### src/rtl/imem_loader.sv
// imem_loader: fills the instruction memory from a framed byte stream and
// holds the core in reset until a frame with a good checksum has landed.
// Frame: LEN_LO, LEN_HI, LEN little-endian 32-bit words, XOR checksum byte.

module imem_loader #(
    // Word-address width of imem; the length compare assumes ADDR_WIDTH <= 15
    parameter int unsigned ADDR_WIDTH = 10
) (
    input  logic                  clk,
    input  logic                  reset,
    input  logic                  start,
    input  logic [7:0]            rx_data,
    input  logic                  rx_valid,
    output logic                  rx_ready,
    output logic                  imem_we,
    output logic [ADDR_WIDTH-1:0] imem_addr,
    output logic [31:0]           imem_wdata,
    output logic                  core_reset,
    output logic                  busy,
    output logic                  done,
    output logic                  error
);

    typedef enum logic [2:0] {
        StIdle,
        StLen0,
        StLen1,
        StData,
        StCheck,
        StDone,
        StError
    } state_e;

    // Largest legal word count; 17 bits so 2**ADDR_WIDTH itself fits
    localparam logic [16:0] MaxLen = 17'(2 ** ADDR_WIDTH);

    state_e                state_q, state_d;
    logic [15:0]           len_q, len_d;
    logic [7:0]            csum_q, csum_d;
    logic [ADDR_WIDTH:0]   word_cnt_q, word_cnt_d;
    logic [1:0]            byte_cnt_q, byte_cnt_d;
    logic [23:0]           buf_q, buf_d;
    logic                  we_q, we_d;
    logic [ADDR_WIDTH-1:0] addr_q, addr_d;
    logic [31:0]           wdata_q, wdata_d;

    logic                  accept;
    logic [15:0]           len_full;
    logic [ADDR_WIDTH:0]   word_cnt_inc;

    // Status outputs decoded straight from the state register
    always_comb begin
        rx_ready   = (state_q == StLen0) || (state_q == StLen1) ||
                     (state_q == StData) || (state_q == StCheck);
        busy       = rx_ready;
        done       = (state_q == StDone);
        error      = (state_q == StError);
        core_reset = (state_q != StDone);
        imem_we    = we_q;
        imem_addr  = addr_q;
        imem_wdata = wdata_q;
    end

    // Next-state logic: frame parsing, checksum, word assembly and write strobe
    always_comb begin
        state_d      = state_q;
        len_d        = len_q;
        csum_d       = csum_q;
        word_cnt_d   = word_cnt_q;
        byte_cnt_d   = byte_cnt_q;
        buf_d        = buf_q;
        we_d         = 1'b0;
        addr_d       = addr_q;
        wdata_d      = wdata_q;
        accept       = rx_valid && rx_ready;
        len_full     = {rx_data, len_q[7:0]};
        word_cnt_inc = word_cnt_q + 1'b1;

        if (accept) begin
            csum_d = csum_q ^ rx_data;
        end

        unique case (state_q)
            StIdle, StDone, StError: begin
                if (start) begin
                    state_d    = StLen0;
                    len_d      = '0;
                    csum_d     = '0;
                    word_cnt_d = '0;
                    byte_cnt_d = '0;
                end
            end
            StLen0: begin
                if (accept) begin
                    len_d[7:0] = rx_data;
                    state_d    = StLen1;
                end
            end
            StLen1: begin
                if (accept) begin
                    len_d[15:8] = rx_data;
                    if ({1'b0, len_full} > MaxLen) begin
                        state_d = StError;
                    end else if (len_full == 16'd0) begin
                        state_d = StCheck;
                    end else begin
                        state_d = StData;
                    end
                end
            end
            StData: begin
                if (accept) begin
                    byte_cnt_d = byte_cnt_q + 2'd1;
                    unique case (byte_cnt_q)
                        2'd0: buf_d[7:0]   = rx_data;
                        2'd1: buf_d[15:8]  = rx_data;
                        2'd2: buf_d[23:16] = rx_data;
                        default: begin
                            we_d       = 1'b1;
                            addr_d     = word_cnt_q[ADDR_WIDTH-1:0];
                            wdata_d    = {rx_data, buf_q};
                            word_cnt_d = word_cnt_inc;
                            // len <= 2**ADDR_WIDTH here, so its upper bits are zero
                            if (word_cnt_inc == len_q[ADDR_WIDTH:0]) begin
                                state_d = StCheck;
                            end
                        end
                    endcase
                end
            end
            StCheck: begin
                // csum_q still excludes the checksum byte itself
                if (accept) begin
                    state_d = (rx_data == csum_q) ? StDone : StError;
                end
            end
            default: state_d = StIdle;
        endcase
    end

    // State and datapath registers; reset also drops any pending imem write
    always_ff @(posedge clk or posedge reset) begin
        if (reset) begin
            state_q    <= StIdle;
            len_q      <= '0;
            csum_q     <= '0;
            word_cnt_q <= '0;
            byte_cnt_q <= '0;
            buf_q      <= '0;
            we_q       <= 1'b0;
            addr_q     <= '0;
            wdata_q    <= '0;
        end else begin
            state_q    <= state_d;
            len_q      <= len_d;
            csum_q     <= csum_d;
            word_cnt_q <= word_cnt_d;
            byte_cnt_q <= byte_cnt_d;
            buf_q      <= buf_d;
            we_q       <= we_d;
            addr_q     <= addr_d;
            wdata_q    <= wdata_d;
        end
    end

endmodule

### config.mk
export PLATFORM = sky130hd
export DESIGN_NAME = imem_loader
export DESIGN_NICKNAME = d
export VERILOG_FILES = /design/src/rtl/imem_loader.sv
export SDC_FILE = /design/constraint.sdc
export NUM_CORES = 1
export LEC_CHECK = 0
export ABC_AREA = 0
export CELL_PAD_IN_SITES_DETAIL_PLACEMENT = 1
export CELL_PAD_IN_SITES_GLOBAL_PLACEMENT = 1
export CORE_AREA = 2 2 108 110
export CTS_CLUSTER_SIZE = 30
export DETAILED_ROUTE_END_ITERATION = 12
export DIE_AREA = 0 0 110 112
export GPL_TIMING_DRIVEN = 0
export MAX_ROUTING_LAYER = met4
export PLACE_DENSITY_LB_ADDON = 0.1
export SYNTH_ARGS = -nofsm -noshare
export SYNTH_HDL_FRONTEND = slang
export SYNTH_SLANG_ARGS = --single-unit
### constraint.sdc
create_clock -name clk -period 3.7 [get_ports clk]
set_input_delay 0.74 -clock clk [delete_from_list [all_inputs] [get_ports clk]]
set_output_delay 0.74 -clock clk [all_outputs]
set_load 0.03 [all_outputs]
==> reports/metrics.cfg <==
[status]
status=finished, final reports clean

[floorplan]
rows=39
initial_core_util_pct=42.4
coreArea_mm2=0.0112
dieHeight_um=112
die-area_mm2=0.0123
fp.dieW_um=110
io_pins=60

[flow_run]
max_cap_viol_count=0

[hold_path]
min_path_type=reg -> reg
min_delay_path_depth=2
hp-start=buf_q[15]$_DFFE_PP0P_
min_delay_worst_endpoint=imem_wdata[15]$_DFFE_PP0P_

[sta]
setup_tns_ns=0
max_freq_ghz=0.332
fin_crit_ns=3.02
setup_violations=0
hold_viol=0
rsz0062_at_grt=false
final_max_slew_viol_count=0
max_slew_margin_pct=51.0
timing.final.crit_share_pct=81.5
finClkSkew_ns=0.00823
fin_ws_ns=0.685
worst_pin_slew_ns=0.735

[placed_design]
dp_worst_setup_slack_ns=0.558
io_buffers=51
dp_cells=695
gp_congestion=0.764
dp.final_hpwl_um=8370

[synth]
yosys.area.top_type=dfrtp_1
synth_edf_count=0
netlist_instances=500
synth_top_cell_area_share_pct=53.9
yosysSeqAreaShare_pct=53.9
yosys_most_used_dff=dfrtp_1
netlist-cell-type-count=41
netlist_area_mm2=0.00474
syn-num-nets=517
avgSynthCellArea_um2=9.47
synth_area_leaders=dfrtp_1, nand2_1, mux2_2
ys_warn_count=0
async_flop_share_pct=100
ys_ff_latch=102

[route]
routedWlPerCell_um=17.1
drt-total-wl_um=12100
via_per_inst=5.18
drt_iter0_drc=149
drc_errors=0
vias=3683
ant_nets=0
first_pass_iters=4

[pwr]
p_int_uw=2410
irDropWorstVdd_mv=0.520
clkPwrFrac_pct=25.9
p_seq_share_pct=42.9
combPwrFrac_pct=31.1
power.density_mw_per_mm2=641
power.total_uw=3680
sw_frac_of_total_pct=34.5
p_leak_uw=0.00275
p_switching_uw=1270

[finish]
layout.cells.non_filler=711
drive_gt1_share_pct=9.68
final_cell_mix=nand2_1, dfrtp_1, clkdlybuf4s50_1, o21ai_0
num_antenna_cells=0
fin_util_pct=51.4
mostFrequentLayoutCell=nand2_1
n_fill_cell=1284
synthToLayoutAreaGrowth_pct=21.4
finalNetCount=580

[worst_setup_path]
crit_path_end_kind=output port
slowest_stage=clkdlybuf4s50_1
path_max_fanout=10
critPathMaxStageDelay_ns=0.66
worstSetupPathType=reg -> out
reg2reg_from=word_cnt_q[0]$_DFFE_PP0P_
startpoint_type=register
regToRegEndpoint=state_q[1]$_DFFE_PP0P_
worst_r2r_path_depth=8
cp.arrival_ns=2.28
reg2reg_slack_ns=1.07
cp.required_ns=2.96
path_delay_family=buffers and inverters
critical_path.cell_chain=buf_2 -> nor2_1 -> xnor2_1 -> buf_4 -> clkdlybuf4s50_1
cp.buffers_inverters=3

[clock_tree]
cts-root-buf=clkbuf_16
cts_sinks=102
cts_inserted_buffers=9
cts_tree=done
cts_setup_buffers=0
postCtsResizedCells=0
clk_latency_ns=0.36
cts.path.max_buffers=2
cts-htree-levels=3
clkTransAtPathRegs_ns=0.07
hold_buffers=0

[global_route]
first_global_vias=3905
grt_usage_pct=22.3
antenna_found_initial=0
grt_first_pass_wirelength_um=20000
grt_max_degree=57
grt_overflow_total=0

==> synthesized netlist by cell type, types with 2 or more instances <==
cell type  number
nor2_1         17
mux2_1          2
o21ai_1         4
and2_1          5
nand2_1       174
mux2_2         24
o21ai_0        26
mux2i_1         2
inv_1           7
xor2_1         15
xnor2_1        20
nor4_1          2
ha_1            5
clkbuf_1       21
o41ai_1         2
and4_1          2
and3_1          5
nand4_1         4
nor2b_1         5
a31oi_1         2
a21oi_1        11
nand3_1         5
buf_2          12
o31ai_1         4
nor3_1          3
o22ai_1         3
dfrtp_1       102
a21o_1          2
or4_1           2
==> through the flow <==
step                      instance area [um^2]  hold WS (ns)
final                                     5750         0.466
after global routing                      5750         0.491
after CTS                                 5750         0.467
after detailed placement                  5460         0.454
after global placement                    5430         0.447
after floorplan                           4740         0.433
==> state kept, by name, summed over array words and instances, names as in the netlist <==
name	flops
buf_q	24
byte_cnt_q	2
csum_q	8
imem_addr	10
imem_wdata	32
imem_we	1
len_q	11
state_q	3
word_cnt_q	11
==> cell type report <==
| type | count | area, um^2 | share of cell area (%) |
|---|---|---|---|
| repair buffers | 52 | 538 | 9.36 |
| clock buffers | 12 | 236 | 4.11 |
| plain buffers | 35 | 158 | 2.74 |
| multi-input cells | 356 | 2000 | 34.8 |
| inverters | 7 | 28.8 | 0.501 |
| flip-flops and latches | 102 | 2550 | 44.4 |
| clock inverters | 4 | 56.3 | 0.980 |
| well taps | 143 | 179 | 3.11 |
==> logic make-up after synthesis <==
logic type | Yosys count | synth area share [%]
AO/OA/AOI/OAI | 58 | 7.00
XOR/XNOR | 35 | 6.47
adder cells (fa/ha/maj) | 5 | 1.32
buffers and inverters | 42 | 3.88
flip-flops | 102 | 53.9
multiplexers | 28 | 6.61
AND/OR/NAND/NOR | 230 | 20.8
==> worst max path at each step <==
stage               slack [ns]  depth (start not counted)                   start                          to
detailed placement        0.56                          7                rx_valid      state_q[1]$_DFFE_PP0P_
finish                    0.68                          5  state_q[0]$_DFFE_PP0P_                    rx_ready
global placement         -1.29                          2                   reset  imem_wdata[26]$_DFFE_PP0P_
CTS                       0.66                          5  state_q[0]$_DFFE_PP0P_                    rx_ready
floorplan                 0.28                          1                   reset        buf_q[0]$_DFFE_PP0P_
global route              0.61                          5  state_q[0]$_DFFE_PP0P_                    rx_ready
==> power groups by stage <==
| stage | combinational [uW] | sequential, uW | clock (uW) |
|---|---|---|---|
| floorplan | 764 | 1610 | 0 |
| global placement | 1100 | 1590 | 0 |
| detailed placement | 1150 | 1600 | 0 |
| CTS | 1160 | 1580 | 987 |
| global route | 1270 | 1620 | 1030 |
| finish | 1150 | 1580 | 956 |
==> routing by layer <==
metal	vias to the layer above	track usage, %	wire length (um)
met2	56	33.9	5760
met4	0	7.17	195
met3	15	4.63	401
met5	-	-	0
li1	1766	-	-
met1	1846	29.6	5770
==> worst min-delay path: cells and delay by family (launching register included) <==
family,cells,cell delay (ns)
flops,1,0.34
simple gates,2,0.10
Note: power is estimated with default switching activity, not from simulation.
